<file path="src/rtl/regfile_access_ctrl.sv">
// regfile_access_ctrl
//   Sequencer/arbiter in front of a multi-port register file (2 read, 1 write).
//   After reset it sweeps every register to INIT_VAL through the write port,
//   then passes core writeback straight through and shares the write port and
//   read port 2 with a debug requester via a stall/ack handshake.
//
// Ports
//   clk, rst                      clock; synchronous active-high reset
//   core_we/core_waddr/core_wdata core writeback request
//   core_a2                       core read-port-2 address
//   core_stall                    core must hold its state and inputs
//   init_done                     high once the init sweep has completed
//   dbg_req/dbg_we/dbg_addr/dbg_wdata  debug access request (level, held to ack)
//   dbg_ack                       one-cycle completion pulse
//   dbg_rdata                     registered debug read data
//   rf_we3/rf_a3/rf_wd3           register-file write port
//   rf_a2/rf_rd2                  register-file read port 2 (rd2 combinational)
module regfile_access_ctrl #(
  parameter int unsigned    NREGS        = 32,
  parameter int unsigned    DW           = 32,
  parameter logic [DW-1:0]  INIT_VAL     = '0,
  parameter bit             X0_HARDWIRED = 1'b1,
  localparam int unsigned   AW           = $clog2(NREGS)
) (
  input  logic          clk,
  input  logic          rst,
  input  logic          core_we,
  input  logic [AW-1:0] core_waddr,
  input  logic [DW-1:0] core_wdata,
  input  logic [AW-1:0] core_a2,
  output logic          core_stall,
  output logic          init_done,
  input  logic          dbg_req,
  input  logic          dbg_we,
  input  logic [AW-1:0] dbg_addr,
  input  logic [DW-1:0] dbg_wdata,
  output logic          dbg_ack,
  output logic [DW-1:0] dbg_rdata,
  output logic          rf_we3,
  output logic [AW-1:0] rf_a3,
  output logic [DW-1:0] rf_wd3,
  output logic [AW-1:0] rf_a2,
  input  logic [DW-1:0] rf_rd2
);

  typedef enum logic [1:0] {StInit, StRun, StDbg, StAck} state_e;

  state_e        state_q;
  logic [AW-1:0] cnt_q;

  logic core_wr_ok;
  logic dbg_wr_ok;

  // Address 0 is read-only for both requesters once the init sweep is done.
  assign core_wr_ok = core_we & ~(X0_HARDWIRED & (core_waddr == '0));
  assign dbg_wr_ok  = dbg_we  & ~(X0_HARDWIRED & (dbg_addr == '0));

  always_ff @(posedge clk) begin
    if (rst) begin
      state_q   <= StInit;
      cnt_q     <= '0;
      dbg_ack   <= 1'b0;
      dbg_rdata <= '0;
      init_done <= 1'b0;
    end else begin
      dbg_ack <= 1'b0;
      case (state_q)
        StInit: begin
          cnt_q <= cnt_q + AW'(1);
          if (cnt_q == AW'(NREGS - 1)) begin
            state_q   <= StRun;
            init_done <= 1'b1;
          end
        end
        StRun: begin
          if (dbg_req) state_q <= StDbg;
        end
        StDbg: begin
          if (!dbg_we) dbg_rdata <= rf_rd2;
          dbg_ack <= 1'b1;
          state_q <= StAck;
        end
        StAck: begin
          // dbg_req deliberately not sampled here; a held request restarts from RUN.
          state_q <= StRun;
        end
        default: state_q <= StInit;
      endcase
    end
  end

  always_comb begin
    core_stall = 1'b0;
    rf_we3     = core_wr_ok;
    rf_a3      = core_waddr;
    rf_wd3     = core_wdata;
    rf_a2      = core_a2;
    case (state_q)
      StInit: begin
        core_stall = 1'b1;
        rf_we3     = 1'b1;
        rf_a3      = cnt_q;
        rf_wd3     = INIT_VAL;
      end
      StDbg: begin
        core_stall = 1'b1;
        rf_we3     = dbg_wr_ok;
        rf_a3      = dbg_addr;
        rf_wd3     = dbg_wdata;
        if (!dbg_we) rf_a2 = dbg_addr;
      end
      default: ;
    endcase
  end

endmodule

</file>
<file path="config.mk">
export PLATFORM = sky130hd
export DESIGN_NAME = regfile_access_ctrl
export DESIGN_NICKNAME = d
export VERILOG_FILES = /design/src/rtl/regfile_access_ctrl.sv
export SDC_FILE = /design/constraint.sdc
export NUM_CORES = 1
export LEC_CHECK = 0
export BUFFER_PORTS_ARGS = -buffer_cell sky130_fd_sc_hd__buf_2
export CORE_MARGIN = 8
export CORE_UTILIZATION = 37
export DETAILED_ROUTE_END_ITERATION = 6
export PLACE_DENSITY = 0.85
export SLEW_MARGIN = 20
export SYNTH_ARGS = -nofsm -noshare
export SYNTH_HDL_FRONTEND = slang
export SYNTH_SLANG_ARGS = --single-unit
</file>
<file path="constraint.sdc">
create_clock -name clk -period 1.9 [get_ports clk]
set_input_delay 0.38 -clock clk [delete_from_list [all_inputs] [get_ports clk]]
set_output_delay 0.38 -clock clk [all_outputs]
set_load 0.05 [all_outputs]
</file>
# Yosys cells after proc, flatten, opt, wreduce, memory -nomap -nowiden

Cells that the tools add are included.

$add $sub $neg: 1
Multiply operators: 0
Div/mod/pow operators: 0
Order comparisons: 0
Eq/ne operators: 6
Shifts and indexed selects: 0
Multiplexer cells: 10
Bitwise logic cells: 5
Reductions and logical operators: 7

Operators by type and width:

| kind                                                             | count |
|---|---|
| 32-bit one-hot mux with 2 select lines                           | 1 |
| 5-bit logical NOT                                                | 2 |
| 5-bit two-way mux                                                | 2 |
| 5-bit one-hot mux with 2 select lines                            | 1 |
| 2-bit one-hot mux with 4 select lines                            | 1 |
| 2-bit AND reduction                                              | 3 |
| 5-bit by 1-bit adder with 5-bit output (second input constant)   | 1 |
| 5-bit == test (second input constant)                            | 1 |
| 2-bit == test (second input constant)                            | 2 |
| 2-bit two-way mux                                                | 2 |
| 2-bit inequality test (second input constant)                    | 2 |
| 1-bit NOT                                                        | 3 |
| 1-bit AND                                                        | 2 |
| 2-bit by 1-bit == test with 1-bit output (second input constant) | 1 |
| 2-bit logical NOT                                                | 1 |
| 1-bit two-way mux                                                | 2 |
| 1-bit one-hot mux with 2 select lines                            | 1 |
| 2-bit OR reduction                                               | 1 |

Flip-flop bits (word level): 41
Latch bits: 0
Memory bits (writable): 0
Memory bits (read-only): 0
Input bits: 116
Word-level logic and storage cells: 34
Memories: 0

# Longest topological paths before layout

Gate-level depths: netlist (run 1).

Depth after elaboration: 4
Gate-level depth with buffers: 8
Gate-level depth less buffers: 6

# Worst setup path before layout (run 1)

Ideal clock, no wire load.

Path kind: register to output
Start point: reg state_q[0]
End point: out rf_we3
Arrival: 1.662 ns
Data required time: 1.520 ns
Slack: -0.142 ns
Stages on the path, launching flop included: 6
Path through: dfxtp_1 -> inv_1 -> ha_1 -> buf_2 -> buf_2 -> o211ai_1

Word-level cells in the longest chain between the ends: 2
Elaborated cells between the ends (all ways): 3
Those cells by class: eq/ne (1); mux (1); reduce/logical (1)

Ends and longest elaborated chain:

| what                                                      | RTL line | text |
|---|---|---|
| from (decl)                                               | 48       | `state_e state_q;` |
| from (signal assigned)                                    | 60       | `state_q <= StInit;` |
| from (signal assigned)                                    | 71       | `state_q <= StRun;` |
| from (signal assigned)                                    | 76       | `if (dbg_req) state_q <= StDbg;` |
| 2-bit == test / 2-bit logical NOT (equally long branches) | 98       | `case (state_q)` |
| 1-bit one-hot mux with 2 select lines (*)                 | 98       |  |
| to (decl)                                                 | 39       | `output logic rf_we3,` |

Every way passes the cells marked *; elsewhere a longest branch is shown, timed or not.

# Worst setup path after layout (run 1)

Start point: reg state_q[1]
End point: out rf_wd3[31]

Word-level cells in the longest chain between the ends: 2
Elaborated cells between the ends (all ways): 3
Those cells by class: eq/ne (1); mux (1); reduce/logical (1)

Ends and longest elaborated chain:

| what                                                      | RTL line | text |
|---|---|---|
| 2-bit == test / 2-bit logical NOT (equally long branches) | 98       |  |
| 32-bit one-hot mux with 2 select lines (*)                | 98       |  |
| to (decl)                                                 | 41       | `output logic [DW-1:0] rf_wd3,` |

Marks and branches as above.

==> results.toml, run 1 <==
[sta]
rsz0062_at_grt = "yes"
relSlewSlack = 0.734
fin_crit_ns = 2.02
fmax_mhz = 496
worst_pin_slew_ns = 0.398
final_max_slew_viol_count = 0
layout_setup_ws_ns = -0.118
finalSetupViolCount = 41
fin_crit_sh = 1.06
hold_violations = 0
clock_skew_ns = 0.0109

[logic_synthesis]
ys_warn_count = 0
synth.avg_cell_area_um2 = 7.75
synth-seq-area-share = 0.404
syn-num-nets = 383
synth_top_area_share = 0.404
synth_cells = 262
ys_ff_latch = 41
ys_top_cells_by_area = "dfxtp_1 40%, nand2_1 17%, a22o_1 14%"
synth.distinct_cells = 25
syn_area_mm2 = 0.00203
synth_top_area_cell = "dfxtp_1"

[route]
wl_met3_um = 1210
routed-via-count = 2892
wl_met2_um = 5790
highest_layer = "met5"
drt_wl_total_um = 11400
wirelength_met1_um = 3900
first_pass_iters = 5
drc = 0
post_drt_wl_per_cell_um = 21.3
drt.antenna.violating_nets = 0
avgViaCountPerCell = 5.40
drt_iter0_drc = 236

[global_routing]
grt-ovfl-total = 0
antenna_found_initial = 1
grt_pass1_vias = 2853
grt_max_degree = 35
grt_use_total = 0.234
grt_pass1_wl_um = 15500

[worst_setup_path]
startpoint_type = "flip-flop"
crit-reg2reg-launch = "cnt_q[0]"
r2r_slack_ns = 0.24
path_class = "reg -> out"
r2r_cells = 6
critical_path.endpoint_type = "output port"
arrival_ns = 1.64
reg2reg_to = "state_q[0]"
required_ns = 1.52
path_max_fanout = 5

[hold_path]
min_to = "dbg_rdata[3]"
timing.hold.worst.start = "rf_rd2[3]"
worstHoldPathType = "in -> reg"
whs_path_depth = 3

[clock_tree]
clk_path_buf_depth = 2
htreeDepth = 2
clock_latency_ns = 0.29
clk_pin_slew_ns = 0.08
cts_buffers = 5
root_buffer = "clkbuf_8"
ctsHoldBuffers = 0
tritoncts = "yes"
cts.sinks = 41

[placement]
hpwl_um = 7190
gp_congestion = 0.913
portBuffers = 193
placed_area_mm2 = 0.00322

[pwr]
total_power_mw = 4.73
leakage_nw = 1.91
ir_worst_vdd_uv = 707
power_density_mw_per_mm2 = 1210

[flow_run]
drv_cap = 0

[final_layout]
drive_gt1_frac = 0.555
syn_to_final_growth_pct = 92.6
fin_area_mm2 = 0.00391
num-nets-final = 584
fill_cells = 368

[status]
outcome = "finished, violations left"
violations = "setup timing"

[die]
core.rowCount = 27
ios = 194
die_height_um = 90.1
start_util = 0.376
coreArea_mm2 = 0.00541
dieWidth_um = 90.1
dieArea_mm2 = 0.00812
[cell families (layout without fill, tap and decap cells)]
family	Yosys count	in the layout	share of synthesized area
XOR/XNOR	3	3	0.0129
buffers and inverters	26	227	0.0647
other	0	1	0
AO/OA/AOI/OAI	77	77	0.264
adder cells (fa/ha/maj)	5	5	0.0308
flip-flops	41	41	0.404
AND/OR/NAND/NOR	108	108	0.214
multiplexers	2	2	0.00986
[critical path, cell delays in order (launching register included)]
cell     delay, ns
dfxtp_4       0.37
inv_4         0.05
ha_4          0.16
nor2_4        0.15
buf_4         0.16
buf_8         0.12
a22o_1        0.17
buf_6         0.17
[synthesized netlist by cell type (all sizes together)]
library cell	count
dfxtp	41
inv	4
nand3	1
ha	5
nor2	7
xnor2	1
nand2	90
a22oi	5
or4	2
xor2	2
a22o	32
o211ai	2
and3	1
nand4	1
a21o	1
buf	15
mux2i	2
o21ba	1
clkbuf	7
nor2b	3
nand2b	3
a21oi	35
o21ai	1
[layer usage]
layer  vias up  global-route usage
li1       1299                   -
met1      1341               0.234
met2       210               0.432
met3        40              0.0806
met4         2              0.0957
met5         -                   0
[state kept, by name, indices dropped and copies added, names as in the netlist]
signal and flops:
dbg_rdata 32, cnt_q 5, state_q 2, dbg_ack 1, init_done 1
[metrics by stage]
stage	hold WS (ns)	TNS [ns]	util	cells	setup WS [ns]
5_1_grt	0.318	-4.75	0.723	535	-0.161
2_1_floorplan	0.452	-0.253	-	262	-0.0236
3_5_place_dp	0.443	0	0.596	513	0.0333
3_3_place_gp	0.438	0	0.596	513	0.0250
6_report	0.323	-2.89	0.724	536	-0.118
4_1_cts	0.314	-2.50	0.696	531	-0.0864
[cell type report]
class | instances | area, um^2 | area share
Antenna cell | 1 | 2.50 | 0.000640
Clock buffer | 6 | 72.6 | 0.0186
Clock inverter | 1 | 8.76 | 0.00224
Inverter | 4 | 20.0 | 0.00512
Multi-Input combinational cell | 195 | 1230 | 0.315
Sequential cell | 41 | 826 | 0.211
Tap cell | 72 | 90.1 | 0.0230
Timing Repair Buffer | 216 | 1660 | 0.424
[worst max-delay path by stage]
stage	endpoint	start	cells after the start	slack, ns
CTS	rf_wd3[8]	state_q[0]	7	-0.09
global placement	rf_we3	dbg_addr[1]	5	0.03
global route	rf_wd3[25]	state_q[1]	7	-0.16
detailed placement	rf_we3	dbg_addr[1]	5	0.03
finish	rf_wd3[31]	state_q[1]	7	-0.12
floorplan	rf_wd3[10]	state_q[1]	6	-0.02
[where the power goes]
| group | total [mW] | leakage, nW | internal [mW] | switching [mW] |
|---|---|---|---|---|
| combinational | 3.23 | 1.54 | 1.41 | 1.82 |
| clock | 0.542 | 0.0413 | 0.254 | 0.288 |
| sequential | 0.953 | 0.332 | 0.904 | 0.0494 |
| total | 4.73 | 1.91 | 2.57 | 2.16 |
[repair_timing]
item,in CTS,in global routing
pin swaps,19,17
resized for setup,91,29
setup endpoints to repair,44,44
gates cloned,3,3
setup buffers,8,3
[placed cells by master, fill, tap and decap left out, types with 7 or more instances in the layout]
cell,count
dfxtp_1,39
buf_6,32
buf_8,8
a21oi_1,35
buf_4,11
a22o_1,23
a22o_4,7
nand2_2,11
buf_2,149
buf_12,11
nand2_1,79
No activity file was read; power rests on OpenSTA's default activity.
==> inputs of run 2 (changes only) <==
Settings changed: ABC_AREA set to 1, PLACE_DENSITY 0.85 to 0.84.
==> run 2 against run 1 <==
  * The run still ends with setup timing left
  * Critical endpoint is now rf_wd3[8]
  * Sequential cell count unchanged
  * Register-to-register slack improved by 0.21 ns
  * Via count decreased by 4.9%
  * Area after synthesis increased by 3.6%
  * Largest power group unchanged
  * Critical path type unchanged
==> results.toml, run 2 <==
[global_routing]
grt_pass1_vias = 2782
antenna_found_initial = 1
grt_use_total = 0.212
grt-ovfl-total = 0
grt_pass1_wl_um = 14500
grt_max_degree = 39

[logic_synthesis]
synth_cells = 283
ys_top_cells_by_area = "dfxtp_1 39%, nor2_1 14%, a22o_1 13%"
synth_edf_count = 0
synth_ff_type = "dfxtp_1"
ys_ff_latch = 41
async_flop_share = 0
ys_warn_count = 0
syn-num-nets = 404
synth_top_area_cell = "dfxtp_1"
synth_most_common_cell = "nor2_1"
synth-seq-area-share = 0.390
synth_common_cells = "81 x nor2_1, 41 x dfxtp_1, 32 x a22o_1, 32 x o21ai_0, 27 x nand2_1"
synth_top_area_share = 0.390
synth.distinct_cells = 23
synth.avg_cell_area_um2 = 7.43
syn_area_mm2 = 0.00210

[final_layout]
largest-register = "dbg_rdata"
syn_to_final_growth_pct = 68.9
drive_gt1_frac = 0.499
layout_top_registers = "dbg_rdata (32), cnt_q (5), state_q (2)"
num-nets-final = 594
finalNonFillerCells = 546
seqCellArea_um2 = 826
largest_reg_flops = 32
layout.cells.most_common = "buf_2"
multi_input_area_mm2 = 0.00113
fill_cells = 472
final_cell_mix = "149 x buf_2, 81 x nor2_1, 39 x dfxtp_1"
fin_area_mm2 = 0.00355

[sta]
final_max_slew_viol_count = 0
worst_pin_slew_ns = 0.507
relSlewSlack = 0.662
tns_ns = -0.837
rsz0062_at_grt = "yes"
hold_violations = 0
fin_crit_ns = 1.97
layout_setup_ws_ns = -0.0704
clock_skew_ns = 0.00303
finalSetupViolCount = 31
fmax_mhz = 507
fin_crit_sh = 1.04
fin_hold_ws_ns = 0.305

[clock_tree]
clock_latency_ns = 0.28
tritoncts = "yes"
clk_pin_slew_ns = 0.07
clk_path_buf_depth = 2
root_buffer = "clkbuf_8"
cts.sinks = 41
htreeDepth = 2
cts_buffers = 5

[route]
drc = 0
post_drt_wl_per_cell_um = 17.4
drt_wl_total_um = 9500
first_pass_iters = 4
avgViaCountPerCell = 5.03
drt_iter0_drc = 136
routed-via-count = 2749
drt.antenna.violating_nets = 0

[worst_setup_path]
path_class = "reg -> out"
crit_path_top_delay_cell = "dfxtp_4"
critPathMaxStageDelay_ns = 0.38
startpoint_type = "flip-flop"
arrival_ns = 1.59
cp_cell_sequence = "inv_4, ha_4, nor2_4, buf_12, a22o_1, buf_6"
path_max_fanout = 19
critical_path.endpoint_type = "output port"
required_ns = 1.52

[flow_run]
drv_cap = 0

[pwr]
leakage_nw = 1.95
ir_worst_vdd_uv = 1210
power_density_mw_per_mm2 = 1860

[placement]
placed_area_mm2 = 0.00309
hpwl_um = 6880
dp_cells = 534
gp_congestion = 0.936
portBuffers = 193

[die]
die_height_um = 91.4
dieWidth_um = 91.4
ios = 194
start_util = 0.382
dieArea_mm2 = 0.00835
core.rowCount = 27
coreArea_mm2 = 0.00551

[status]
violations = "setup timing"
outcome = "finished, violations left"

[hold_path]
worstHoldPathType = "in -> reg"
## run 2: repair_timing
item | in CTS | in global routing
gates cloned | 2 | 1
resized for setup | 95 | 21
setup buffers | 4 | 0
hold buffers | 0 | 0
pin swaps | 2 | 3
setup endpoints to repair | 44 | 44
hold endpoints to repair | 0 | 0
## run 2: final cells by class
| type | count | share of cell area |
|---|---|---|
| tap | 72 | 0.0254 |
| inverter | 19 | 0.0229 |
| multi-input combinational | 203 | 0.317 |
| antenna | 1 | 0.000704 |
| clock buffer | 7 | 0.0243 |
| sequential | 41 | 0.232 |
| timing repair buffer | 203 | 0.377 |
## run 2: cells by family after synthesis
| family | synth area share |
|---|---|
| AO/OA/AOI/OAI | 0.259 |
| buffers and inverters | 0.102 |
| AND/OR/NAND/NOR | 0.218 |
| flip-flops | 0.390 |
| adder cells (fa/ha/maj) | 0.0297 |
## run 2: critical path: cells and delay by family, from the launching register on
kind                     cells  cell delay [ns]
flip-flops                   1             0.38
AND/OR/NAND/NOR              1             0.19
AO/OA/AOI/OAI                1             0.18
buffers and inverters        3             0.39
adder cells (fa/ha/maj)      1             0.16
## run 2: metal layers
| layer | GRT usage | part of all wire |
|---|---|---|
| met1 | 0.212 | 0.37 |
| met2 | 0.385 | 0.50 |
| met3 | 0.0757 | 0.10 |
| met4 | 0.0928 | 0.030 |
| met5 | 0 | 0 |
## run 2: stage by stage
| stage | setup WS (ns) | utilization | total power, mW |
|---|---|---|---|
| detailed placement | -0.00947 | 0.561 | 5.18 |
| global route | -0.129 | 0.645 | 6.89 |
| CTS | -0.0946 | 0.645 | 6.68 |
| floorplan | -0.205 | - | 4.34 |
| finish | -0.0704 | 0.645 | 6.60 |
| global placement | 0.0711 | 0.561 | 5.14 |
## run 2: where the power goes
group          total (mW)  switching, mW  internal, mW
registers            1.17          0.116          1.06
clock network       0.553          0.265         0.288
logic                4.87           3.22          1.65
total                6.60           3.61          2.99
## run 2: worst paths after layout
| kind | from | endpoint | slack, ns | cells past startpoint |
|---|---|---|---|---|
| worst min-delay path | rst | state_q[0] | 0.31 | 2 |
| worst min register to register | init_done | init_done | 0.47 | 2 |
| worst max register to register | state_q[0] | dbg_rdata[0] | 0.45 | 8 |
| worst max-delay path | state_q[1] | rf_wd3[8] | -0.07 | 6 |
